===== src/rtl/fifo_pkg.sv =====
// Shared constants and parameter-legality check for the flexible FIFO.
package fifo_pkg;

  localparam int unsigned FWFT_OFF = 0;
  localparam int unsigned FWFT_ON  = 1;

  // Returns 1 when the FIFO parameter set is legal.
  function automatic bit params_ok(input int unsigned data_width,
                                   input int unsigned fifo_depth,
                                   input int unsigned addr_width,
                                   input int unsigned fwft,
                                   input int unsigned af_thresh,
                                   input int unsigned ae_thresh);
    bit ok;
    ok = 1'b1;
    if (data_width < 1) ok = 1'b0;
    if (fifo_depth < 2 || (fifo_depth & (fifo_depth - 1)) != 0) ok = 1'b0;
    if (addr_width != 32'($clog2(fifo_depth))) ok = 1'b0;
    if (fwft != FWFT_OFF && fwft != FWFT_ON) ok = 1'b0;
    if (af_thresh < 1 || af_thresh > fifo_depth) ok = 1'b0;
    if (ae_thresh > fifo_depth - 1) ok = 1'b0;
    return ok;
  endfunction

endpackage


===== src/rtl/fifo_flex_mem.sv =====
// FIFO storage: one synchronous write port, one asynchronous read port, never cleared.
module fifo_flex_mem #(
  parameter int unsigned DATA_WIDTH = 8,
  parameter int unsigned FIFO_DEPTH = 16,
  parameter int unsigned ADDR_WIDTH = 4
) (
  input  logic                  clk,
  input  logic                  we,
  input  logic [ADDR_WIDTH-1:0] waddr,
  input  logic [DATA_WIDTH-1:0] wdata,
  input  logic [ADDR_WIDTH-1:0] raddr,
  output logic [DATA_WIDTH-1:0] rdata
);

  logic [DATA_WIDTH-1:0] mem [FIFO_DEPTH];

  always_ff @(posedge clk) begin
    if (we) mem[waddr] <= wdata;
  end

  assign rdata = mem[raddr];

endmodule


===== src/rtl/fifo_flex.sv =====
// Synchronous FIFO with selectable registered / first-word-fall-through read,
// threshold flags and sticky overflow/underflow.
module fifo_flex
  import fifo_pkg::*;
#(
  parameter int unsigned DATA_WIDTH = 8,
  parameter int unsigned FIFO_DEPTH = 16,
  parameter int unsigned ADDR_WIDTH = $clog2(FIFO_DEPTH),
  parameter int unsigned FWFT       = 0,
  parameter int unsigned AF_THRESH  = FIFO_DEPTH - 2,
  parameter int unsigned AE_THRESH  = 2
) (
  input  logic                  clk,
  input  logic                  rst_n,
  input  logic                  flush,
  input  logic                  wr_en,
  input  logic [DATA_WIDTH-1:0] din,
  input  logic                  rd_en,
  output logic [DATA_WIDTH-1:0] dout,
  output logic                  full,
  output logic                  empty,
  output logic                  almost_full,
  output logic                  almost_empty,
  output logic [ADDR_WIDTH:0]   count,
  output logic                  overflow,
  output logic                  underflow
);

  localparam int unsigned PW = ADDR_WIDTH + 1;

  if (!params_ok(DATA_WIDTH, FIFO_DEPTH, ADDR_WIDTH, FWFT, AF_THRESH, AE_THRESH)) begin : g_param_err
    $error("fifo_flex: illegal parameter set");
  end

  logic [PW-1:0]         wr_ptr;
  logic [PW-1:0]         rd_ptr;
  logic                  rd_acc;
  logic                  wr_acc;
  logic [DATA_WIDTH-1:0] rdata;

  // Extra pointer MSB distinguishes full from empty when the index bits match.
  assign empty        = (wr_ptr == rd_ptr);
  assign full         = (wr_ptr[ADDR_WIDTH-1:0] == rd_ptr[ADDR_WIDTH-1:0]) &&
                        (wr_ptr[ADDR_WIDTH] != rd_ptr[ADDR_WIDTH]);
  assign count        = wr_ptr - rd_ptr;
  assign almost_full  = (count >= PW'(AF_THRESH));
  assign almost_empty = (count <= PW'(AE_THRESH));

  // A full FIFO still accepts a write when the head is popped in the same cycle.
  assign rd_acc = rd_en & ~empty;
  assign wr_acc = wr_en & (~full | rd_acc);

  always_ff @(posedge clk or negedge rst_n) begin
    if (!rst_n) begin
      wr_ptr    <= '0;
      rd_ptr    <= '0;
      overflow  <= 1'b0;
      underflow <= 1'b0;
    end else if (flush) begin
      wr_ptr    <= '0;
      rd_ptr    <= '0;
      overflow  <= 1'b0;
      underflow <= 1'b0;
    end else begin
      if (wr_acc) wr_ptr <= wr_ptr + PW'(1);
      if (rd_acc) rd_ptr <= rd_ptr + PW'(1);
      if (wr_en && !wr_acc) overflow <= 1'b1;
      if (rd_en && empty) underflow <= 1'b1;
    end
  end

  fifo_flex_mem #(
    .DATA_WIDTH(DATA_WIDTH),
    .FIFO_DEPTH(FIFO_DEPTH),
    .ADDR_WIDTH(ADDR_WIDTH)
  ) u_mem (
    .clk  (clk),
    .we   (wr_acc & ~flush),
    .waddr(wr_ptr[ADDR_WIDTH-1:0]),
    .wdata(din),
    .raddr(rd_ptr[ADDR_WIDTH-1:0]),
    .rdata(rdata)
  );

  if (FWFT == FWFT_ON) begin : g_fwft
    assign dout = empty ? '0 : rdata;
  end else begin : g_reg
    // Read data lands one edge after the accepted pop and holds otherwise.
    always_ff @(posedge clk or negedge rst_n) begin
      if (!rst_n)      dout <= '0;
      else if (flush)  dout <= '0;
      else if (rd_acc) dout <= rdata;
    end
  end

endmodule


===== config.mk =====
export PLATFORM = sky130hd
export DESIGN_NAME = fifo_flex
export DESIGN_NICKNAME = d
export VERILOG_FILES = /design/src/rtl/fifo_pkg.sv /design/src/rtl/fifo_flex_mem.sv /design/src/rtl/fifo_flex.sv
export SDC_FILE = /design/constraint.sdc
export NUM_CORES = 1
export LEC_CHECK = 0
export CAP_MARGIN = 20
export CORE_MARGIN = 3
export CORE_UTILIZATION = 50
export CTS_CLUSTER_DIAMETER = 200
export DETAILED_ROUTE_END_ITERATION = 10
export HOLD_SLACK_MARGIN = 0.06
export PLACE_DENSITY_LB_ADDON = 0.05
export SLEW_MARGIN = 20
export SYNTH_ARGS = -nofsm -noshare
export SYNTH_HDL_FRONTEND = slang
export SYNTH_SLANG_ARGS = --single-unit
export TNS_END_PERCENT = 50

===== constraint.sdc =====
create_clock -name clk -period 3.7 [get_ports clk]
set_input_delay 0.74 -clock clk [delete_from_list [all_inputs] [get_ports clk]]
set_output_delay 0.74 -clock clk [all_outputs]
set_load 0.1 [all_outputs]

======== Word level (Yosys, flattened, before mapping) ========
Memories as Yosys holds them, arrays and structs flattened.
Index checks and enable logic that the tools add are counted.
word-level totals
  register bits after elaboration ......... 20
  bits in latches ......................... 0
  memory bits (writable) .................. 128
  bits in read-only memories .............. 0
  input bits .............................. 13
  memories kept ........................... 1
cells by class
  add/sub/neg operators ................... 3
  multiply operators ...................... 0
  divide/modulo/power cells ............... 0
  order comparisons ....................... 2
  equality and inequality tests ........... 3
  shifts and indexed selects .............. 0
  mux-type cells .......................... 12
  bitwise gates (word level) .............. 7
  reductions and logical operators ........ 8
memory list
  name       depth  bits a word  read ports  clocked after memory_dff  wr ports  RTL line             source
  u_mem.mem  16     8            1           0                         1         fifo_flex_mem.sv:15  logic [DATA_WIDTH-1:0] mem [FIFO_DEPTH];
operator list
  operator                                                                           count
  5-bit two-way mux                                                                  4
  8-bit two-way mux                                                                  2
  5-bit by 1-bit adder with 5-bit output (second input constant)                     2
  2-bit nonzero test                                                                 4
  1-bit two-way mux                                                                  6
  5-bit equality test                                                                1
  5-bit by 4-bit >= comparator with 1-bit output (second input constant)             1
  5-bit by 2-bit less-or-equal comparator with 1-bit output (second input constant)  1
  5-bit subtractor                                                                   1
  4-bit equality test                                                                1
  1-bit bitwise AND                                                                  3
  1-bit logical AND                                                                  3
  1-bit NOT                                                                          3
  1-bit zero test                                                                    1
  1-bit inequality test                                                              1
  1-bit bitwise OR                                                                   1

======== Depth between registers and ports, before layout ========
Gate-level depths: netlist of the first run.
  depth in word-level cells ............... 9
  mapped depth ............................ 9

======== Hierarchy ========
A second synthesis of the first run with hierarchy kept.
second synthesis, totals
  cell total of the unflattened synthesis .. 325
  area total of the unflattened synthesis .. 6103.4 um2
modules (own cells, without submodules)
  module         instances  cells an instance  area each (um2)  seq. area each (um2)
  fifo_flex_mem  1          221                4987.3           3843.7
  fifo_flex      1          104                1116.1           500.5

======== Least setup slack after synthesis of the first run ========
OpenSTA, ideal clock, no wires.
  kind .................................... register to output
  start ................................... register rd_ptr[2]
  end ..................................... output almost_empty
  arrival ................................. 4664 ps
  slack ................................... -1704 ps
  stages on the path, launching flop included .. 8
  cell sequence ........................... dfrtp_1 inv_1 clkbuf_1 ha_1 a21o_1 a21oi_1 xnor2_1 a211oi_1
between the ends
  word-level cells in the longest chain between the ends .. 2
RTL lines
  what                                                       RTL line         source
  from (decl)                                                fifo_flex.sv:36  logic [PW-1:0] rd_ptr;
  from (signal assigned)                                     fifo_flex.sv:66  if (rd_acc) rd_ptr <= rd_ptr + PW'(1);
  5-bit subtractor                                           fifo_flex.sv:45  assign count = wr_ptr - rd_ptr;
  via count[4]                                               fifo_flex.sv:24  output logic [ADDR_WIDTH:0] count,
  5-bit by 2-bit less-or-equal comparator with 1-bit output  fifo_flex.sv:47  assign almost_empty = (count <= PW'(AE_THRESH));
  to (decl)                                                  fifo_flex.sv:23  output logic almost_empty,
The timed path passes the listed nets, and every way through them passes these cells.

======== Worst setup path after layout of the first run ========
  start ................................... register wr_ptr[0]
  end ..................................... output almost_full
between the ends
  word-level cells in the longest chain between the ends .. 2
RTL lines
  what                                            RTL line         source
  from (decl)                                     fifo_flex.sv:35  logic [PW-1:0] wr_ptr;
  from (signal assigned)                          fifo_flex.sv:65  if (wr_acc) wr_ptr <= wr_ptr + PW'(1);
  5-bit subtractor                                fifo_flex.sv:45
  5-bit by 4-bit >= comparator with 1-bit output  fifo_flex.sv:46  assign almost_full = (count >= PW'(AF_THRESH));
  to (decl)                                       fifo_flex.sv:22  output logic almost_full,
Every way passes these cells.

==> metrics.yaml, run 1 <==
outcome:
  status: "completed"
logic_synthesis:
  syn_area_um2: 6090
  syn_inst: 328
  async_reset_ff_share_pct: 13.5
  syn_area_per_cell_um2: 18.6
  synth_flop_cell: "edfxtp_1"
  yosysUniqueCellTypes: 43
  yosys_warnings: 0
  ys_ff_latch: 148
  synth_edf_count: 128
  synth_seq_area_share_pct: 71.4
  synth_nets: 351
cts:
  htree_levels: 4
  cts_tree: "built"
  cts_root_buffer: "clkbuf_16"
  hold_buffers: 0
  cts_buffer_depth: 2
  postCtsSetupBuffers: 0
  clock-sinks: 148
  insertion_delay_ps: 420
  cts.clk_slew.worst_paths_ps: 60
  cts_made_buffers: 17
  cts.repair.resized: 0
sta:
  tightest_slew_ps: 979
  fmax_mhz: 284
  setup_violations: 0
  fin_ws_ps: 177
  fin_skew_ps: 5.99
  fin_crit_sh_pct: 95.2
  slew_headroom_pct: 34.5
  hold_viol_final: 0
  period_needed_ps: 3520
  slew_viol_final: 0
  rsz0062_at_grt: "no"
detailed_routing:
  dr.pass1.iters: 5
  wirelength_um: 12000
  drt_iter0_drc: 359
  vias_per_cell: 5.78
  vias: 3106
  drc: 0
  detail-route-antenna-nets: 0
  wl_per_cell_um: 22.3
layout:
  final_common_cell: "edfxtp_1"
  area_growth_pct: 19.6
  seqCellArea_um2: 4350
  final_nets: 404
  fillerInstances: 839
  multi_input_area_um2: 1670
  postLayoutCoreUtil_pct: 62.4
  layout-drive-gt1-share_pct: 25.1
  n_antenna_cell: 0
  mostFrequentLayoutCells: "128 x edfxtp_1, 32 x mux4_2, 24 x nor2_1"
floorplanning:
  core_area_um2: 11700
  fp.dieH_um: 116
  rows: 39
  pin_count: 32
  start_util_pct: 52.2
  die_area_um2: 13500
  die_x_um: 116
placement:
  place_hpwl_um: 7360
  pre_cts_ws_ps: 586
  io_buffer_count: 31
  gp_congestion: 0.745
critical_path:
  arrival_ps: 2780
  rrSetupSlack_ps: 1050
  crit_slowest_cell: "fa_1"
  critPathKind: "reg2out"
  crit_chain: "inv_1, ha_1, inv_1, fa_1, a21o_1, a21oi_1, xnor2_4, a41o_1, buf_12"
  cp_common_cell: "inv_1"
  worst_ep_required_time_ps: 2960
  reg2reg_depth: 5
  slowest_delay_ps: 450
  end_kind: "output port"
  cp-start-kind: "flip-flop"
  path_max_fanout: 4
power:
  power_density_nw_per_um2: 616
  ir_worst_vdd_uv: 369
  leakage_nw: 2.55
grt:
  grt_pass1_vias: 3233
  grt_pass1_wl_um: 18700
  grt_max_degree: 36
  overflow: 0
  grt_antenna_before_repair: 0
  track_usage_pct: 19.9
flow_run:
  maxCapViolations: 0
worst_hold_path:
  hold_path_class: "in2async"
-- synthesized netlist by cell type (all sizes together), types with 2 or more instances --
cell | count | area [um2]
a21o | 2 | 15.0
nand3b | 8 | 60.1
o31ai | 2 | 15.0
nand2b | 2 | 12.5
o21ai | 3 | 18.8
mux4 | 32 | 721
nor3 | 4 | 20.0
edfxtp | 128 | 3840
ha | 9 | 113
mux2i | 18 | 180
nand2 | 8 | 30.0
nor2 | 24 | 90.1
xnor2 | 6 | 52.6
dfrtp | 20 | 500
or3 | 4 | 26.3
a311oi | 2 | 17.5
a21oi | 4 | 20.0
xor2 | 4 | 42.6
inv | 9 | 33.8
clkbuf | 7 | 26.3
o221ai | 8 | 70.1
buf | 9 | 52.6
-- state kept, by name (all words and copies together), names as in the netlist --
register and cells:
dout 8, overflow 1, rd_ptr 5, u_mem.mem 128, underflow 1, wr_ptr 5
-- power breakdown --
part	switching, mW	internal [mW]	total [mW]	leakage (nW)
clock	0.638	0.914	1.55	0.251
sequential	0.0204	1.85	1.87	1.43
combinational	0.699	0.364	1.06	0.877
total	1.36	3.13	4.49	2.55
-- logic make-up (layout without fill, tap and decap cells) --
| group | Yosys count | in the layout | synth area share (%) |
|---|---|---|---|
| compound gates | 28 | 28 | 3.50 |
| xor+xnor | 10 | 10 | 1.56 |
| fa+ha+maj | 10 | 10 | 2.18 |
| buf+inv | 26 | 92 | 1.99 |
| flops | 148 | 148 | 71.4 |
| mux | 50 | 50 | 14.8 |
| simple gates | 56 | 56 | 4.59 |
-- path summary, 6_finish.rpt --
kind,from,end
setup / recovery,wr_ptr[0],almost_full
hold / removal,rst_n,dout[0]
setup reg to reg,wr_ptr[2],dout[3]
hold reg to reg,underflow,underflow
max in group asynchronous,rst_n,rd_ptr[0]
min in group clk,underflow,underflow
-- critical path: cells and delay by family, from the launching register on --
kind	cells	cell delay [ps]
adder cells (fa/ha/maj)	2	640
flip-flops	1	410
XOR/XNOR	1	140
buffers and inverters	3	370
AO/OA/AOI/OAI	3	800
-- per-layer routing --
layer	up-vias	wire [um]	part of all wire, %	global-route usage [%]
met5	-	0	0	0
met2	78	6160	51	32.3
met4	0	301	2.5	8.66
li1	1417	-	-	-
met3	19	591	4.9	5.34
met1	1592	4920	41	25.4
-- through the flow --
stage / instances / total power [mW] / TNS (ps) / hold WS [ps] / area, um2
after floorplan: 328 / 2.70 / -12.5 / 444 / 6140
after global placement: 505 / 2.97 / 0 / 479 / 6740
after detailed placement: 505 / 2.98 / 0 / 485 / 6740
after CTS: 537 / 4.54 / 0 / 499 / 7280
after global routing: 537 / 4.66 / 0 / 298 / 7280
final: 537 / 4.49 / 0 / 283 / 7280
-- layout make-up --
| cell class | count | share of cell area [%] |
|---|---|---|
| clock buffers | 18 | 5.90 |
| well taps | 143 | 2.46 |
| inverters | 9 | 0.464 |
| clock inverters | 14 | 1.55 |
| multi-input cells | 154 | 22.9 |
| flip-flops and latches | 148 | 59.7 |
| repair buffers | 51 | 6.98 |
Note: power is estimated with default switching activity, not from simulation.
==> run 2: changes to the inputs <==
--- a/config.mk
+++ b/config.mk
@@ -9,6 +9,7 @@
 export CORE_MARGIN = 3
 export CORE_UTILIZATION = 50
 export CTS_CLUSTER_DIAMETER = 200
+export CTS_CLUSTER_SIZE = 40
 export DETAILED_ROUTE_END_ITERATION = 10
 export HOLD_SLACK_MARGIN = 0.06
 export PLACE_DENSITY_LB_ADDON = 0.05
==> results of run 2 <==
The final DEF is identical to that of run 1; final timing and power are the same.
